`config.mk`:
```
export PLATFORM = sky130hd
export DESIGN_NAME = fetch_pc_unit
export DESIGN_NICKNAME = d
export VERILOG_FILES = /design/src/rtl/fetch_pc_unit.sv
export SDC_FILE = /design/constraint.sdc
export NUM_CORES = 1
export LEC_CHECK = 0
export CORE_ASPECT_RATIO = 0.8
export CORE_UTILIZATION = 35
export DETAILED_ROUTE_END_ITERATION = 8
export GPL_TIMING_DRIVEN = 0
export PLACE_DENSITY_LB_ADDON = 0.05
export SKIP_LAST_GASP = 1
export SYNTH_ARGS = -nofsm -noshare
export SYNTH_HDL_FRONTEND = slang
export SYNTH_SLANG_ARGS = --single-unit
```
`constraint.sdc`:
```
create_clock -name clk -period 5.1 [get_ports clk]
set_clock_uncertainty 0.2 [all_clocks]
set_input_delay 0.51 -clock clk [delete_from_list [all_inputs] [get_ports clk]]
set_output_delay 0.51 -clock clk [all_outputs]
set_load 0.1 [all_outputs]
```
`src/rtl/fetch_pc_unit.sv`:
```
// PC owner and instruction fetch front end: fetches over imem req/ack, holds the word for decode,
// and commits the next PC on exec_done. Optional FETCH_PERF_CNT_EN adds retired/stall counters.
module fetch_pc_unit #(
    parameter logic [31:0] RESET_PC = 32'h0000_0000
) (
    input  logic        clk,
    input  logic        reset,
    output logic        imem_req,
    output logic [31:0] imem_addr,
    input  logic        imem_ack,
    input  logic [31:0] imem_rdata,
    output logic [31:0] instr,
    output logic [5:0]  opcode,
    output logic        instr_valid,
    input  logic        exec_done,
    input  logic        branch,
    input  logic        bgtz,
    input  logic        jal,
    input  logic        jsp,
    input  logic        alu_zero,
    input  logic        alu_gtz,
    input  logic [31:0] jsp_target,
    output logic [31:0] link_pc,
    output logic [31:0] pc,
    output logic [1:0]  state_dbg
`ifdef FETCH_PERF_CNT_EN
    ,
    output logic [31:0] retired_cnt,
    output logic [31:0] stall_cnt
`endif
);

    typedef enum logic [1:0] {
        IDLE  = 2'd0,
        FETCH = 2'd1,
        EXEC  = 2'd2
    } state_t;

    state_t      state_q;
    state_t      state_d;
    logic [31:0] pc_q;
    logic [31:0] instr_q;
    logic [31:0] pc4;
    logic [31:0] br_offset;
    logic        br_taken;
    logic [31:0] next_pc;
    logic        fetch_hit;
    logic        exec_hit;

    // Handshake: imem_req is a valid that, once raised in FETCH, holds with a stable imem_addr
    // until imem_ack is seen on a rising edge; ack is a one-cycle ready/data strobe, ignored outside FETCH.
    assign imem_req    = (state_q == FETCH);
    assign imem_addr   = pc_q;
    assign instr_valid = (state_q == EXEC);
    assign instr       = instr_q;
    assign opcode      = instr_q[31:26];
    assign pc          = pc_q;
    assign link_pc     = pc4;
    assign state_dbg   = state_q;

    assign fetch_hit = (state_q == FETCH) && imem_ack;
    assign exec_hit  = (state_q == EXEC) && exec_done;

    assign pc4       = pc_q + 32'd4;
    assign br_offset = {{14{instr_q[15]}}, instr_q[15:0], 2'b00};
    assign br_taken  = (branch && alu_zero) || (bgtz && alu_gtz);

    // jsp outranks jal, which outranks a taken conditional branch.
    always_comb begin
        next_pc = pc4;
        if (jsp) begin
            next_pc = {jsp_target[31:2], 2'b00};
        end else if (jal) begin
            next_pc = {pc4[31:28], instr_q[25:0], 2'b00};
        end else if (br_taken) begin
            next_pc = pc4 + br_offset;
        end
    end

    always_comb begin
        state_d = state_q;
        case (state_q)
            IDLE:    state_d = FETCH;
            FETCH:   if (imem_ack) state_d = EXEC;
            EXEC:    if (exec_done) state_d = FETCH;
            default: state_d = IDLE;
        endcase
    end

    always_ff @(posedge clk or posedge reset) begin
        if (reset) begin
            state_q <= IDLE;
            pc_q    <= RESET_PC;
            instr_q <= 32'd0;
        end else begin
            state_q <= state_d;
            if (fetch_hit) begin
                instr_q <= imem_rdata;
            end
            if (exec_hit) begin
                pc_q <= next_pc;
            end
        end
    end

`ifdef FETCH_PERF_CNT_EN
    logic [31:0] retired_q;
    logic [31:0] stall_q;

    always_ff @(posedge clk or posedge reset) begin
        if (reset) begin
            retired_q <= 32'd0;
            stall_q   <= 32'd0;
        end else begin
            if (exec_hit) begin
                retired_q <= retired_q + 32'd1;
            end
            if ((state_q == FETCH) && !imem_ack) begin
                stall_q <= stall_q + 32'd1;
            end
        end
    end

    assign retired_cnt = retired_q;
    assign stall_cnt   = stall_q;
`endif

endmodule

```
==> metrics.txt <==
status=finished, final reports clean; top cells by area, synth=dfrtp_1, ha_1, mux2_2; Post-synth ARST share=1.000; antenna cells=0; post-layout util=0.5392; final layout net count=995; CTS max path bufs=2; DRC violation count after routing=0; Core ar.=15,750 µm²; largest net degree at the start of global routing=65; drt wl/cell=19.95 µm; Yosys warning count=0; Core Rows=41; routability congestion estimate=0.9335; kind of critical path=flip-flop to output port; die area=16,630 µm²; Area growth, synth to finish=50.52%; IO Port Bufs=203; hold crit path type=flip-flop to flip-flop; Worst Hold Path Cells=1; post-CTS setup buffers=0; R2R depth=16; Final Hold Fails=0; PostCTS Resize Cnt=0; Post-synth top flop=dfrtp_1; syn_area_per_cell=8.484 µm²; register area share after synthesis=0.2839; layout cell share with drive strength beyond 1=0.1496; vias per cell=5.400; minimum clock period=4700 ps; die width=143.9 µm; Post-CTS Hold Buffers=0; Detail Placement HPWL=16,700 µm; Antenna Violating Nets Remaining=0; Starting DRT DRC Count=567; Cell Area, Placed=8170 µm²; Die Ht=115.6 µm; CP Max Fanout=6; clock root cell=clkbuf_16; most frequent cells in the layout=clkdlybuf4s50_1, nand2_1, a21oi_1; Setup crit start kind=flip-flop; Slew @ Worst Pin=999.5 ps; Max-Cap Viols=0; cell area after synthesis=5642 µm²; dpl ws=533.5 ps; vias in the first global route=5,643; Final Slew Violations=0; Synth cell types=67; commonest non-fill, non-tap cell in the layout=clkdlybuf4s50_1; drt total wl=22,020 µm; CP endpoint kind=output port; post-synthesis cell count=665; max_slew headroom=0.3316; Yosys top cell area share=0.2839; required time of the critical path=4390 ps; CTS tree=yes; initial antenna violation count=0; final worst slack=399.8 ps; first-pass GRT wire length=33,100 µm; unrepaired setup endpoints after global routing=false; insertion delay to the later sink of the worst-skew pair=350 ps; CTS Buf Count=9; DR vias=5,962; register bit total from synthesis=64; # IOs=212; CTS sink cnt=64; post-route cell area=8492 µm²; Setup violations, final=0; Worst-path clk slew=60 ps; ratio of final minimum period to clock period=0.9216; largest area contributor in the netlist=dfrtp_1; H-Tree Depth=3; TritonRoute pass-1 iters=5; Global Route Usage Sum=0.2696; maximum clock rate=212.8 MHz; CP Data Arrival Time=3990 ps; global route total overflow=0; effective utilization at floorplan=0.3582; EDFF count, synth=0
-- final timing paths --
path	start	slack [ps]	end
worst max-delay path	imem_addr[2]	400	link_pc[30]
worst min register to register	instr[29]	340	instr[29]
min in group asynchronous	reset	500	imem_addr[4]
worst min-delay path	instr[29]	340	instr[29]
max in group asynchronous	reset	3630	imem_addr[24]
worst max register to register	imem_addr[2]	440	imem_addr[29]
-- flip-flops by register name, summed over array words and instances (netlist names) --
name	flops
state_dbg	2
instr	32
imem_addr	30
-- kinds of logic (layout without fill, tap and decap cells) --
| family | Yosys count | count (layout) | synth area share |
|---|---|---|---|
| DFF | 64 | 64 | 0.2839 |
| and+or+nand+nor | 206 | 206 | 0.1814 |
| AOI/OAI and AO/OA | 189 | 189 | 0.2174 |
| xor gates and xnor gates | 48 | 48 | 0.07452 |
| adders and majority gates | 37 | 37 | 0.08339 |
| buffers and inverters | 81 | 300 | 0.08228 |
| muxes | 39 | 39 | 0.07651 |
| other | 1 | 6 | 0.0006647 |
-- stage by stage --
step | hold WS (ps) | setup TNS, ps | std cells
2_1_floorplan | 419.0 | -590.5 | 670
3_5_place_dp | 319.1 | 0 | 1088
3_3_place_gp | 302.6 | 0 | 1088
4_1_cts | 330.6 | 0 | 1104
6_report | 337.0 | 0 | 1104
5_1_grt | 362.7 | 0 | 1104
-- critical path, cell delays in order, from the launching register on --
cell and delay (ps):
dfrtp_1 530, ha_1 270, and4_1 380, nand4_1 290, inv_1 320, nand2_1 160
nor2_1 210, xor2_2 280, clkdlybuf4s50_1 1190
-- cells in the mapped netlist (7+ instances only) --
cell       n
a211oi_1  12
and2_1     7
nor2b_1    7
buf_4     42
o21ai_1   10
nand2b_1   9
dfrtp_1   64
ha_1      36
nor2_1    45
xor2_1    16
clkbuf_1  23
mux2_2    33
nand4_1    9
nand3_1   21
o21ai_0   28
a21o_1     9
inv_1     12
and3_1    20
xnor2_1   32
nand2_1   66
a21oi_1   66
-- layer usage --
layer	track usage	share of wire
met1	0.3838	0.48
met3	0.06074	0.074
met2	0.4003	0.42
met4	0.09149	0.020
met5	0	0
-- area by class of cell --
class	instances	area, µm²
Fill cell	1475	7257
Multi-Input combinational cell	525	3801
Timing Repair Buffer	203	2032
Sequential cell	64	1602
Buffer	69	419.2
Tap cell	215	269.0
Clock buffer	9	225.2
Clock inverter	7	96.34
Inverter	12	47.55
Power is left out: the tool's default activity adds up to more than one toggle a clock period on the data nets, which glitch-free logic cannot reach.
